==> config.mk <==
export PLATFORM = sky130hd
export DESIGN_NAME = shift_add_multiplier_4bit
export DESIGN_NICKNAME = d
export VERILOG_FILES = /design/src/rtl/arith_pkg.sv /design/src/rtl/ripple_adder_4bit_structural.sv /design/src/rtl/shift_add_multiplier_4bit.sv
export SDC_FILE = /design/constraint.sdc
export NUM_CORES = 1
export LEC_CHECK = 0
export CORE_MARGIN = 10
export CORE_UTILIZATION = 45
export DETAILED_ROUTE_END_ITERATION = 6
export PLACE_DENSITY = 0.71
export SYNTH_ARGS = -nofsm -noshare
export SYNTH_HDL_FRONTEND = slang
export SYNTH_SLANG_ARGS = --single-unit
==> constraint.sdc <==
create_clock -name clk -period 2.3 [get_ports clk]
set_input_delay 0.69 -clock clk [delete_from_list [all_inputs] [get_ports clk]]
set_output_delay 0.69 -clock clk [all_outputs]
set_load 0.01 [all_outputs]
==> src/rtl/arith_pkg.sv <==
// ---------------------------------------------------------------------------
// arith_pkg
// Shared definitions for the arithmetic datapath blocks.
//   mul_state_e    : sequencing states of the shift-add multiplier
//   MUL_WIDTH      : operand width of the multiplier (fixed by the 4-bit adder)
//   MUL_ITERATIONS : shift-add steps per multiply
//   PRODUCT_WIDTH  : width of the full unsigned product
// ---------------------------------------------------------------------------
package arith_pkg;

    localparam int MUL_WIDTH      = 4;
    localparam int MUL_ITERATIONS = 4;
    localparam int PRODUCT_WIDTH  = 2 * MUL_WIDTH;

    typedef enum logic [1:0] {
        IDLE = 2'd0,
        RUN  = 2'd1,
        DONE = 2'd2
    } mul_state_e;

endpackage

==> src/rtl/ripple_adder_4bit_structural.sv <==
// ---------------------------------------------------------------------------
// ripple_adder_4bit_structural
// 4-bit ripple-carry adder built from gate-level full-adder cells.
// Ports:
//   a, b      [3:0] in  : addends
//   carry_in        in  : carry into bit 0
//   sum       [3:0] out : a + b + carry_in, low four bits
//   carry_out       out : carry out of bit 3
// ---------------------------------------------------------------------------
module ripple_adder_4bit_structural (
    input  logic [3:0] a,
    input  logic [3:0] b,
    input  logic       carry_in,
    output logic [3:0] sum,
    output logic       carry_out
);

    wire [4:0] carry;
    wire [3:0] half_sum;
    wire [3:0] gen;
    wire [3:0] prop;

    assign carry[0] = carry_in;

    genvar i;
    generate
        for (i = 0; i < 4; i++) begin : g_fa
            xor u_x1 (half_sum[i], a[i], b[i]);
            xor u_x2 (sum[i], half_sum[i], carry[i]);
            and u_a1 (gen[i], a[i], b[i]);
            and u_a2 (prop[i], half_sum[i], carry[i]);
            or  u_o1 (carry[i+1], gen[i], prop[i]);
        end
    endgenerate

    assign carry_out = carry[4];

endmodule

==> src/rtl/shift_add_multiplier_4bit.sv <==
// ---------------------------------------------------------------------------
// shift_add_multiplier_4bit
// Sequential 4x4 unsigned multiplier: four shift-add iterations through the
// structural ripple adder, one iteration per clock.
// Ports:
//   clk            in  : rising-edge clock
//   rst_n          in  : synchronous active-low reset
//   start          in  : multiply request, sampled only in IDLE
//   a        [3:0] in  : multiplicand, captured on accepted start
//   b        [3:0] in  : multiplier, captured on accepted start
//   busy           out : high while iterating (RUN)
//   done           out : one-cycle pulse when product is updated
//   product  [7:0] out : last completed a*b, held between operations
//
// state | meaning
// ------+-------------------------------------------------------------
// IDLE  | waiting for start; operands captured on the accepting edge
// RUN   | one shift-add per edge, four edges total
// DONE  | product valid, done pulse; returns to IDLE unconditionally
// ---------------------------------------------------------------------------
module shift_add_multiplier_4bit
    import arith_pkg::*;
#(
    parameter int WIDTH      = MUL_WIDTH,
    parameter int ITERATIONS = MUL_ITERATIONS
) (
    input  logic                 clk,
    input  logic                 rst_n,
    input  logic                 start,
    input  logic [WIDTH-1:0]     a,
    input  logic [WIDTH-1:0]     b,
    output logic                 busy,
    output logic                 done,
    output logic [2*WIDTH-1:0]   product
);

    generate
        if (WIDTH != 4 || ITERATIONS != WIDTH) begin : g_param_check
            $error("shift_add_multiplier_4bit supports only WIDTH=4, ITERATIONS=4");
        end
    endgenerate

    localparam logic [1:0] CNT_LAST = 2'(ITERATIONS - 1);

    mul_state_e state_q, state_d;

    logic [3:0] m_q;
    logic [3:0] acc_q;
    logic [3:0] q_q;
    logic [1:0] cnt_q;
    logic [7:0] product_q;

    logic       load_ops;
    logic       shift_en;
    logic       load_product;

    logic [3:0] add_sum;
    logic       add_cout;
    logic [4:0] partial;
    logic [3:0] acc_next;
    logic [3:0] q_next;

    ripple_adder_4bit_structural u_adder (
        .a         (acc_q),
        .b         (m_q),
        .carry_in  (1'b0),
        .sum       (add_sum),
        .carry_out (add_cout)
    );

    // The adder carry is kept as bit 4 of the partial sum so the top bit of
    // each step lands in acc[3] after the shift instead of being lost.
    always_comb begin
        partial  = q_q[0] ? {add_cout, add_sum} : {1'b0, acc_q};
        acc_next = partial[4:1];
        q_next   = {partial[0], q_q[3:1]};
    end

    always_ff @(posedge clk) begin
        if (!rst_n) begin
            state_q <= IDLE;
        end else begin
            state_q <= state_d;
        end
    end

    always_comb begin
        state_d      = IDLE;
        busy         = 1'b0;
        done         = 1'b0;
        load_ops     = 1'b0;
        shift_en     = 1'b0;
        load_product = 1'b0;
        case (state_q)
            IDLE: begin
                if (start) begin
                    load_ops = 1'b1;
                    state_d  = RUN;
                end else begin
                    state_d  = IDLE;
                end
            end
            RUN: begin
                busy     = 1'b1;
                shift_en = 1'b1;
                if (cnt_q == CNT_LAST) begin
                    load_product = 1'b1;
                    state_d      = DONE;
                end else begin
                    state_d      = RUN;
                end
            end
            DONE: begin
                done    = 1'b1;
                state_d = IDLE;
            end
            default: begin
                state_d = IDLE;
            end
        endcase
    end

    always_ff @(posedge clk) begin
        if (!rst_n) begin
            m_q       <= '0;
            acc_q     <= '0;
            q_q       <= '0;
            cnt_q     <= '0;
            product_q <= '0;
        end else begin
            if (load_ops) begin
                m_q   <= a;
                q_q   <= b;
                acc_q <= '0;
                cnt_q <= '0;
            end else if (shift_en) begin
                acc_q <= acc_next;
                q_q   <= q_next;
                cnt_q <= cnt_q + 2'd1;
            end
            if (load_product) begin
                product_q <= {acc_next, q_next};
            end
        end
    end

    assign product = product_q;

endmodule

After elaboration in Yosys (flattened, before gate mapping)
Index checks and enable logic that the tools add are counted.
W data, S select, Z words.
{"block": "totals", "latch_bits": 0, "output_inout_bits": 10, "reg_bits": 24, "mem_bits_ro": 0, "mem_count": 0, "input_bits": 11, "ramBits": 0}
{"block": "op_classes", "multipliers": 0, "n_eq_ne": 3, "n_lt_le_gt_ge": 0, "n_mux": 12, "n_addsub": 1, "bitwise_logic": 18, "n_shift": 0, "div": 0, "reduce_logical": 3}
{"op": "$mux W4", "n": 2}
{"op": "$and A1 B1 Y1", "n": 7}
{"op": "$mux W1", "n": 7}
{"op": "$xor A1 B1 Y1", "n": 7}
{"op": "$mux W5", "n": 1}
{"op": "$eq A2 B2 Y1 const B", "n": 2}
{"op": "$pmux W2 S2", "n": 1}
{"op": "$or A1 B1 Y1", "n": 3}
{"op": "$add A2 B1 Y2 const B", "n": 1}
{"op": "$eq A2 B1 Y1 const B", "n": 1}
{"op": "$logic_not A2 Y1", "n": 1}
{"op": "$mux W2", "n": 1}
{"op": "$reduce_bool A2 Y1", "n": 1}
{"op": "$reduce_or A2 Y1", "n": 1}
{"op": "$not A1 Y1", "n": 1}

Depth between registers and ports, before layout
Gate-level depths: netlist (run 1).
{"block": "logic_depth", "depth_word": 10, "ltp_mapped": 6}

By module
A second synthesis (run 1) with hierarchy kept.
{"block": "unflattened", "hier_cells": 114, "hier_area_um2": 1073.5}
{"mod": "shift_add_multiplier_4bit", "area_per_inst_um2": 955.9, "cells_each": 100, "seq_area_each_um2": 480.5, "instances": 1}
{"mod": "ripple_adder_4bit_structural", "area_per_inst_um2": 117.6, "cells_each": 14, "seq_area_each_um2": 0.0, "instances": 1}

Least setup slack after synthesis (run 1)
No wires, ideal clock.
{"block": "synth_path", "path_kind": "flip-flop to flip-flop", "from": "register m_q[0]", "to": "register acc_q[2]", "required_time_ns": 2.214, "n_path_buf": 0, "setup_ns": 0.086, "path_stages_with_launch": 7, "setup_slack_ns": 0.224, "arrival_ns": 1.990, "cell_sequence": "dfxtp_1 ha_1 fa_1 fa_1 fa_1 mux2i_1 a211oi_1"}
{"block": "synth_between", "elab_chain_cells": 7}
{"element": "start, declared", "line_no": "shift_add_multiplier_4bit.sv:47", "text": "logic [3:0] m_q;"}
{"element": "start signal, assigned", "line_no": "shift_add_multiplier_4bit.sv:125", "text": "m_q <= '0;"}
{"element": "start signal, assigned", "line_no": "shift_add_multiplier_4bit.sv:132", "text": "m_q <= a;"}
{"element": "$and A1 B1 Y1", "line_no": "ripple_adder_4bit_structural.sv:30", "text": "and u_a1 (gen[i], a[i], b[i]);"}
{"element": "$and A1 B1 Y1", "line_no": "ripple_adder_4bit_structural.sv:31", "text": "and u_a2 (prop[i], half_sum[i], carry[i]);"}
{"element": "$or A1 B1 Y1", "line_no": "ripple_adder_4bit_structural.sv:32", "text": "or u_o1 (carry[i+1], gen[i], prop[i]);"}
{"element": "$and A1 B1 Y1", "line_no": "ripple_adder_4bit_structural.sv:31"}
{"element": "$or A1 B1 Y1", "line_no": "ripple_adder_4bit_structural.sv:32"}
{"element": "$xor A1 B1 Y1", "line_no": "ripple_adder_4bit_structural.sv:29", "text": "xor u_x2 (sum[i], half_sum[i], carry[i]);"}
{"element": "$mux W5", "line_no": "shift_add_multiplier_4bit.sv:74", "text": "partial = q_q[0] ? {add_cout, add_sum} : {1'b0, acc_q};"}
{"element": "end signal, assigned", "line_no": "shift_add_multiplier_4bit.sv:137", "text": "acc_q <= acc_next;"}
{"element": "end, declared", "line_no": "shift_add_multiplier_4bit.sv:48", "text": "logic [3:0] acc_q;"}
Every way passes these cells.
A chain may end at the register's enable or synchronous reset.

Worst setup path after layout (run 1)
Same ends and word-level chain as after synthesis.

==> impl_metrics.json, run 1 <==
{
  "core_region_area_um2": 2190,
  "clock_tree_from_tritoncts": "done",
  "clk_path_buf_depth": 2,
  "final_antenna_net_count": 0,
  "logic_pwr_share": 0.125,
  "initialDrtViolationCount": 40,
  "p_int_uw": 583,
  "rsz0062_at_grt": "false",
  "async_reset_ff_frac": 0,
  "dr_total_vias": 790,
  "max_cap_viol": 0,
  "gr-usage-all-layers": 0.0988,
  "holdBufCountCts": 0,
  "report.final.slew_viol_count": 0,
  "net-switching-power_uw": 184,
  "hold_viol_final": 0,
  "worstHoldPathType": "flop to flop",
  "layout_cells_sized_above_1": 0.0880,
  "fin_area_um2": 1290,
  "first_pass_grt_wire_length_mm": 3.53,
  "synthesis.nets": 119,
  "finalSetupViolCount": 0,
  "final_critical_path_setup_slack_ns": 0.0854,
  "gr_util_met1": 0.112,
  "detail_route.first_pass.iterations": 4,
  "max-slew-margin-rel": 0.656,
  "die_width_um": 67.7,
  "synth_cells": 103,
  "p_seq_frac": 0.591,
  "count_leader_synth": "sky130_fd_sc_hd__dfxtp_1",
  "worst_path_largest_cell_delay_ns": 0.49,
  "critical_path.slowest_cell": "sky130_fd_sc_hd__fa_1",
  "placementRows": 17,
  "h-tree-depth": 1,
  "setup.worst_path.end_class": "flop",
  "fill_cell_total_of_the_finished_layout": 189,
  "die_height_um": 67.7,
  "final-seq-area_um2": 482,
  "timing.critical_path.arrival_ns": 2.45,
  "grt_max_degree": 15,
  "met2_usage": 0.162,
  "timing.clock.skew_ns": 0.00210,
  "regToRegSetupSlack_ns": 0.09,
  "run_status": "complete, no violations",
  "power.clock.fraction": 0.284,
  "synth_area_um2": 1020,
  "yosys_register_bits": 24,
  "fmaxAchievable_mhz": 452,
  "yosys.area.top_type": "sky130_fd_sc_hd__dfxtp_1",
  "use_met3": 0.0298,
  "place_congestion": 0.726,
  "rr_endpoint": "acc_q[2]",
  "synth_enable_flop_cells": 0,
  "post-route-min-period_ns": 2.21,
  "synth.area.top_cells": "sky130_fd_sc_hd__dfxtp_1 47%, sky130_fd_sc_hd__mux2i_1 11%, sky130_fd_sc_hd__nor2_1 6.6%, sky130_fd_sc_hd__fa_1 5.9%, sky130_fd_sc_hd__a211oi_1 5.1%",
  "drt-total-wl_mm": 2.05,
  "place_worst_setup_slack_ns": 0.108,
  "worst_setup_path_startpoint": "m_q[0]",
  "dp_hpwl_mm": 1.61,
  "yosys.cell_types.count": 25,
  "post-route-drc-count": 0,
  "multi_input_combinational_cell_area_um2": 497,
  "worstSetupPathType": "flop to flop",
  "finish.utilization": 0.589,
  "reg2regPathDepth": 6,
  "total_power_uw": 767,
  "total_leakage_power_uw": 0.000506,
  "ir_worst_vdd_mv": 0.306,
  "grt_remaining_overflow": 0,
  "cp-start-kind": "flop",
  "crit-reg2reg-launch": "m_q[0]",
  "portBuffers": 20,
  "floorplan.initialDensity": 0.468,
  "path_cells": "ha_1 -> fa_1 -> fa_1 -> fa_1 -> mux2i_1 -> a211oi_1",
  "timing.setup.tns_ns": 0,
  "yosys_most_used_dff": "sky130_fd_sc_hd__dfxtp_1",
  "insertedDiodeCount": 0,
  "power.switching_fraction": 0.240,
  "synth.cells.most_frequent": "24 x sky130_fd_sc_hd__dfxtp_1, 18 x sky130_fd_sc_hd__nor2_1, 11 x sky130_fd_sc_hd__mux2i_1",
  "syn_avg_cell_area_um2": 9.95,
  "tritoncts.num_buffers": 3,
  "tritoncts_num_sinks": 24,
  "cp.required_ns": 2.53,
  "flow.area_growth_from_synthesis_pct": 25.9,
  "critPathCapture": "acc_q[2]",
  "insertion_delay_ns": 0.31,
  "synth_sequential_area_ratio": 0.469,
  "dpl-instance-area_um2": 1250,
  "number_of_antenna_violations_at_the_first_check_in_global_routing": 0,
  "layout_worst_path_cycle_share": 0.963,
  "vias_per_cell": 5.16,
  "detail_route.wl_per_cell_um": 13.4,
  "design.portCount": 21,
  "grt_pass1_vias": 814,
  "holdCritStartpoint": "cnt_q[1]",
  "cts_root_buffer": "sky130_fd_sc_hd__clkbuf_4",
  "yosysWarnings": 0,
  "worst_slew_pin_slew_ns": 0.517,
  "die_area_um2": 4590,
  "power_density_nw_per_um2": 594,
  "cp_max_fo": 2,
  "cts.reportedPaths.clkPinSlew_ns": 0.13,
  "gr-max-usage-layer": "met2",
  "post-synth-top-area-fraction": 0.469,
  "path_common_cell": "sky130_fd_sc_hd__fa_1",
  "nNetsFinal": 142
}
critical path, delay by kind of cell, from the launching register on:
| kind | cells | cell delay [ns] |
|---|---|---|
| compound gates | 1 | 0.24 |
| fa+ha+maj | 4 | 1.47 |
| mux | 1 | 0.09 |
| flops | 1 | 0.34 |
area by class of cell:
cell class / instances / share of cell area
tap: 28 / 0.0272
multi-input combinational: 70 / 0.385
timing repair buffer: 23 / 0.175
clock buffer: 4 / 0.0281
sequential: 24 / 0.373
inverter: 4 / 0.0116
cell families (layout without fill, tap and decap cells):
family / after synthesis / in the layout / share of synthesized area
mux: 11 / 11 / 0.107
simple gates: 31 / 31 / 0.144
flops: 24 / 24 / 0.469
xor+xnor: 1 / 1 / 0.00855
compound gates: 22 / 22 / 0.139
buf+inv: 9 / 31 / 0.0488
fa+ha+maj: 5 / 5 / 0.0830
power by group through the flow:
stage	sequential, uW	clock, uW	combinational [uW]
2_1_floorplan	454	0	63.4
3_3_place_gp	462	0	93.6
3_5_place_dp	463	0	95.7
4_1_cts	453	230	96.7
5_1_grt	457	243	107
6_report	454	218	95.6
layer usage:
layer / vias to the layer above / routed length [um]
met5: - / 0
met4: 0 / 21
met3: 2 / 141
met2: 16 / 958
met1: 373 / 926
li1: 399 / -
sequential cells by signal, indices dropped and copies added, names as in the netlist:
name and cells:
product 8, acc_q 4, m_q 4, q_q 4
cnt_q 2, state_q 2
timing repair:
action / 4_1_cts / 5_1_grt
setup buffers: 0 / 0
resized for setup: 0 / 3
endpoints found under the setup margin: 0 / 2
worst min-delay path by stage:
stage / to / depth (start not counted)
2_1_floorplan: cnt_q[1] / 2
3_3_place_gp: cnt_q[1] / 2
3_5_place_dp: product[7] / 2
4_1_cts: product[7] / 2
5_1_grt: cnt_q[1] / 2
6_report: cnt_q[1] / 2
placed cells by master (no fill, tap or decap), types with 2 or more instances in the layout:
cell,n
sky130_fd_sc_hd__a211oi_1,7
sky130_fd_sc_hd__a21oi_1,6
sky130_fd_sc_hd__buf_4,3
sky130_fd_sc_hd__clkbuf_4,3
sky130_fd_sc_hd__clkdlybuf4s50_1,19
sky130_fd_sc_hd__dfxtp_1,23
sky130_fd_sc_hd__fa_1,3
sky130_fd_sc_hd__ha_1,2
sky130_fd_sc_hd__inv_1,4
sky130_fd_sc_hd__mux2i_1,11
sky130_fd_sc_hd__nand2_1,3
sky130_fd_sc_hd__nand2b_1,3
sky130_fd_sc_hd__nand3_1,2
sky130_fd_sc_hd__nor2_1,18
sky130_fd_sc_hd__o21ai_0,3
sky130_fd_sc_hd__o22ai_1,3
stage by stage:
step,hold slack (ns),instances
2_1_floorplan,0.440,103
3_3_place_gp,0.449,149
3_5_place_dp,0.464,149
4_1_cts,0.482,153
5_1_grt,0.509,153
6_report,0.478,153
(Power assumes the default switching activity.)
==> run 2, diff against run 1 <==
- CORE_UTILIZATION: 45 -> 44
- PLACE_DENSITY: 0.71 -> 0.73
- clock period: 2.3 -> 2.03 ns (I/O delays scaled with it)
==> impl_metrics.json, run 2 (same netlist as run 1, synthesis figures left out) <==
{
  "tritoncts.num_buffers": 3,
  "timing.setup.tns_ns": -0.109,
  "insertion_delay_ns": 0.31,
  "cp.depth": 6,
  "dp_hpwl_mm": 1.68,
  "layout_worst_path_cycle_share": 1.03,
  "design.portCount": 21,
  "first_pass_grt_wire_length_mm": 3.42,
  "vias_per_cell": 5.06,
  "rr_endpoint": "product[6]",
  "rsz0062_at_grt": "true",
  "reg2regPathDepth": 6,
  "failing_checks": "negative setup slack",
  "fmaxAchievable_mhz": 478,
  "die_height_um": 68.3,
  "final-seq-area_um2": 484,
  "detail_route.first_pass.iterations": 4,
  "tritoncts_num_sinks": 24,
  "regToRegSetupSlack_ns": -0.06,
  "cp_max_fo": 2,
  "whs_ns": 0.473,
  "cp.required_ns": 2.21,
  "final_common_cell": "sky130_fd_sc_hd__dfxtp_1",
  "setup.worst_path.end_class": "flop",
  "largest_register_ff_count": 8,
  "portBuffers": 20,
  "path_common_cell": "sky130_fd_sc_hd__fa_2",
  "initialDrtViolationCount": 37,
  "worstHoldPathType": "flop to flop",
  "detail_route.wl_per_cell_um": 13.9,
  "floorplan.initialDensity": 0.463,
  "dr_total_vias": 784,
  "critical_path.slowest_cell": "sky130_fd_sc_hd__fa_1",
  "clk_path_buf_depth": 2,
  "postCtsSetupBuffers": 0,
  "clock_tree_from_tritoncts": "done",
  "crit-reg2reg-launch": "acc_q[0]",
  "cts.reportedPaths.clkPinSlew_ns": 0.13,
  "post-route-drc-count": 0,
  "holdPathEnd": "cnt_q[1]",
  "holdPathStages": 2,
  "top_family_by_delay_on_critical_path": "adder cells",
  "grt_max_degree": 15,
  "path_cells": "ha_4 -> fa_2 -> fa_2 -> fa_1 -> mux2i_2 -> a211oi_1",
  "core_region_area_um2": 2210,
  "report.final.slew_viol_count": 0,
  "placementRows": 17,
  "cts_root_buffer": "sky130_fd_sc_hd__clkbuf_4",
  "layout_cells_sized_above_1": 0.150,
  "timing.critical_path.arrival_ns": 2.27,
  "holdCritStartpoint": "cnt_q[1]",
  "die_area_um2": 4660,
  "grt_remaining_overflow": 0,
  "h-tree-depth": 1,
  "gr-usage-all-layers": 0.0956,
  "insertedDiodeCount": 0,
  "worst_slew_pin_slew_ns": 0.526,
  "fill_cell_total_of_the_finished_layout": 203,
  "critPathBufInv": 0,
  "total_leakage_power_uw": 0.000512,
  "grt_pass1_vias": 767,
  "number_of_antenna_violations_at_the_first_check_in_global_routing": 0,
  "run_status": "finished with violations",
  "die_width_um": 68.3,
  "multi_input_combinational_cell_area_um2": 520,
  "flow.area_growth_from_synthesis_pct": 31.0,
  "power_density_nw_per_um2": 722,
  "hold_viol_final": 0,
  "final_cell_mix": "21 x sky130_fd_sc_hd__dfxtp_1, 18 x sky130_fd_sc_hd__nor2_1, 18 x sky130_fd_sc_hd__clkdlybuf4s50_1",
  "max_cap_viol": 0,
  "drt-total-wl_mm": 2.16,
  "cp-start-kind": "flop",
  "worstSetupPathType": "flop to flop",
  "ir_worst_vdd_mv": 0.396,
  "finalSetupViolCount": 2,
  "max-slew-margin-rel": 0.650,
  "post-route-min-period_ns": 2.09,
  "final_critical_path_setup_slack_ns": -0.0627,
  "nNetsFinal": 144,
  "place_inst": 151,
  "timing.clock.skew_ns": 0.00689,
  "count_of_placed_standard_cells_in_the_final_layout_fillers_left_out": 155,
  "worst_path_largest_cell_delay_ns": 0.46,
  "final_antenna_net_count": 0,
  "place_congestion": 0.794
}
[run 2: cell types whose count changed in the layout (fill, tap and decap cells not counted), sizes merged]
cell           previous run  this run
clkbuf                    4         3
dlymetal6s2s              1         0
bufinv                    0         1
clkdlybuf4s50            19        18
dlygate4sd2               0         2
buf                       3         5
[run 2: routing by layer]
metal,global-route usage,routed length [um],share of wire
met3,0.0326,154,0.071
met2,0.167,1080,0.50
met4,0.0302,21,0.0097
met5,0,0,0
met1,0.106,902,0.42
[run 2: per-stage QoR]
stage          utilization  setup WS, ns  power, uW  area [um2]
2_1_floorplan            -        0.0348        587        1030
3_5_place_dp         0.573       -0.0996        637        1270
3_3_place_gp         0.573      -0.00651        633        1270
6_report             0.607       -0.0627        969        1340
4_1_cts              0.598       -0.0751        974        1320
5_1_grt              0.607        -0.121       1010        1340
[run 2: layout make-up]
type                       instances  share of cell area
multi-input combinational         70               0.388
sequential                        24               0.361
timing repair buffer              25               0.175
tap                               28              0.0261
clock inverter                     1              0.0224
clock buffer                       3              0.0168
inverter                           4              0.0112
[run 2: how the worst max path moves through the flow]
stage	startpoint	to	slack [ns]
3_3_place_gp	m_q[0]	product[6]	-0.007
4_1_cts	m_q[0]	acc_q[2]	-0.08
5_1_grt	acc_q[0]	product[6]	-0.12
2_1_floorplan	m_q[0]	acc_q[2]	0.03
3_5_place_dp	m_q[0]	acc_q[2]	-0.1
6_report	acc_q[0]	product[6]	-0.06
[run 2: where the power goes]
part / internal, uW / switching [uW] / leakage [uW]
Clock: 199 / 138 / 0.0000279
Sequential: 492 / 21.8 / 0.000197
Combinational: 63.6 / 54.2 / 0.000287
Total: 755 / 214 / 0.000512
[run 2: repair_timing]
| item | CTS | global route |
|---|---|---|
| gates resized for setup | 6 | 3 |
| endpoints found under the hold margin | 0 | 0 |
| setup endpoints to repair | 4 | 2 |
| hold buffers | 0 | 0 |
| pin swaps | 2 | 0 |
[run 2: worst register-to-register path, stage by stage (launching register included)]
cell	delay, ns
sky130_fd_sc_hd__dfxtp_2	0.36
sky130_fd_sc_hd__ha_4	0.15
sky130_fd_sc_hd__fa_2	0.34
sky130_fd_sc_hd__fa_2	0.34
sky130_fd_sc_hd__fa_1	0.46
sky130_fd_sc_hd__mux2i_2	0.22
sky130_fd_sc_hd__a211oi_1	0.10
==> run 3, diff against run 2 <==
--- a/constraint.sdc
+++ b/constraint.sdc
@@ -3,2 +3,2 @@
 set_output_delay 0.609 -clock clk [all_outputs]
-set_load 0.01 [all_outputs]
+set_load 0.005 [all_outputs]
==> impl_metrics.json, run 3 (same netlist as run 1, synthesis figures left out) <==
{
  "run_status": "finished with violations",
  "failing_checks": "negative setup slack",
  "core_region_area_um2": 2210,
  "max_cap_viol": 0,
  "fill_cell_total_of_the_finished_layout": 203,
  "floorplan.initialDensity": 0.463,
  "timing.setup.tns_ns": -0.102,
  "design.portCount": 21,
  "dp_hpwl_mm": 1.68,
  "clock_tree_from_tritoncts": "done",
  "postCtsSetupBuffers": 0,
  "post-route-drc-count": 0,
  "holdBufCountCts": 0,
  "portBuffers": 20,
  "first_pass_grt_wire_length_mm": 3.46,
  "fmaxAchievable_mhz": 479,
  "finish.utilization": 0.613,
  "die_height_um": 68.3,
  "max-slew-margin-rel": 0.649,
  "path_cells": "ha_4 -> fa_2 -> fa_2 -> fa_1 -> mux2i_2 -> a211oi_1",
  "hold_viol_final": 0,
  "number_of_antenna_violations_at_the_first_check_in_global_routing": 0,
  "rsz0062_at_grt": "true",
  "final_critical_path_setup_slack_ns": -0.0583,
  "power_density_nw_per_um2": 717,
  "layout_cells_sized_above_1": 0.165,
  "cp_max_fo": 2,
  "cts_root_buffer": "sky130_fd_sc_hd__clkbuf_4",
  "worstSetupPathType": "flop to flop",
  "gr-usage-all-layers": 0.0966,
  "largest_register_ff_count": 8,
  "top_family_by_delay_on_critical_path": "adder cells",
  "final_antenna_net_count": 0,
  "critPathBufInv": 0,
  "dr_total_vias": 795,
  "insertion_delay_ns": 0.31,
  "place_worst_setup_slack_ns": -0.0996,
  "detail_route.first_pass.iterations": 4,
  "final_cell_mix": "20 x sky130_fd_sc_hd__dfxtp_1, 18 x sky130_fd_sc_hd__nor2_1, 18 x sky130_fd_sc_hd__clkdlybuf4s50_1",
  "initialDrtViolationCount": 35,
  "path_common_cell": "sky130_fd_sc_hd__fa_2",
  "post-route-min-period_ns": 2.09,
  "nNetsFinal": 144,
  "h-tree-depth": 1,
  "drt-total-wl_mm": 2.16,
  "flow.area_growth_from_synthesis_pct": 32.2,
  "worst_path_largest_cell_delay_ns": 0.46,
  "worst_slew_pin_slew_ns": 0.527,
  "tritoncts_num_sinks": 24,
  "placementRows": 17,
  "detail_route.wl_per_cell_um": 13.9,
  "setup.worst_path.end_class": "flop",
  "critical_path.slowest_cell": "sky130_fd_sc_hd__fa_1",
  "place_congestion": 0.794,
  "timing.clock.skew_ns": 0.00573,
  "cp-start-kind": "flop",
  "grt_max_degree": 15,
  "vias_per_cell": 5.13,
  "count_of_placed_standard_cells_in_the_final_layout_fillers_left_out": 155,
  "die_area_um2": 4660,
  "grt_remaining_overflow": 0,
  "place_inst": 151,
  "ir_worst_vdd_mv": 0.396,
  "total_leakage_power_uw": 0.000524,
  "finalSetupViolCount": 2,
  "timing.critical_path.arrival_ns": 2.27,
  "cp.required_ns": 2.21,
  "worstHoldPathType": "flop to flop",
  "grt_pass1_vias": 778,
  "final_common_cell": "sky130_fd_sc_hd__dfxtp_1",
  "layout_worst_path_cycle_share": 1.03,
  "cts.reportedPaths.clkPinSlew_ns": 0.13,
  "insertedDiodeCount": 0,
  "tritoncts.num_buffers": 3,
  "total_power_uw": 971,
  "report.final.slew_viol_count": 0,
  "die_width_um": 68.3,
  "clk_path_buf_depth": 2
}
## run 3: worst paths after layout
kind	from	end	slack [ns]	depth (start not counted)
min reg2reg	cnt_q[1]	cnt_q[1]	0.47	2
max reg2reg	acc_q[0]	product[6]	-0.06	6
min	cnt_q[1]	cnt_q[1]	0.47	2
max	acc_q[0]	product[6]	-0.06	6
## run 3: repair_timing
| action | in CTS | in global routing |
|---|---|---|
| endpoints found under the setup margin | 4 | 3 |
| pin swaps | 2 | 0 |
| resized for setup | 7 | 4 |
## run 3: tightest hold or removal path, cell delays in order (launching register included)
cell and delay [ns]:
sky130_fd_sc_hd__dfxtp_1 0.34, sky130_fd_sc_hd__nand2_1 0.05, sky130_fd_sc_hd__a21oi_1 0.05
## run 3: area by class of cell
| cell class | instances | area, um2 | area share |
|---|---|---|---|
| Clock buffer | 3 | 22.5 | 0.0166 |
| Sequential cell | 24 | 485 | 0.358 |
| Tap cell | 28 | 35.0 | 0.0259 |
| Inverter | 4 | 15.0 | 0.0111 |
| Multi-Input combinational cell | 70 | 528 | 0.390 |
| Clock inverter | 1 | 30.0 | 0.0222 |
| Timing Repair Buffer | 25 | 239 | 0.176 |
## run 3: per-layer routing
metal / global-route usage / wire (um) / vias up
met5: 0 / 0 / -
met4: 0.0377 / 37 / 0
met3: 0.0326 / 126 / 4
met2: 0.166 / 1080 / 15
met1: 0.107 / 912 / 370
li1: - / - / 406
## run 3: power breakdown
part,switching (uW),leakage (uW),internal (uW)
logic,53.5,0.000299,65.4
clock network,138,0.0000279,199
registers,22.9,0.000197,492
total,214,0.000524,757
## run 3: metrics by stage
step	hold slack [ns]	cell area (um2)
CTS	0.472	1330
floorplan	0.440	1030
detailed placement	0.455	1270
global route	0.489	1360
finish	0.473	1360
global placement	0.446	1270
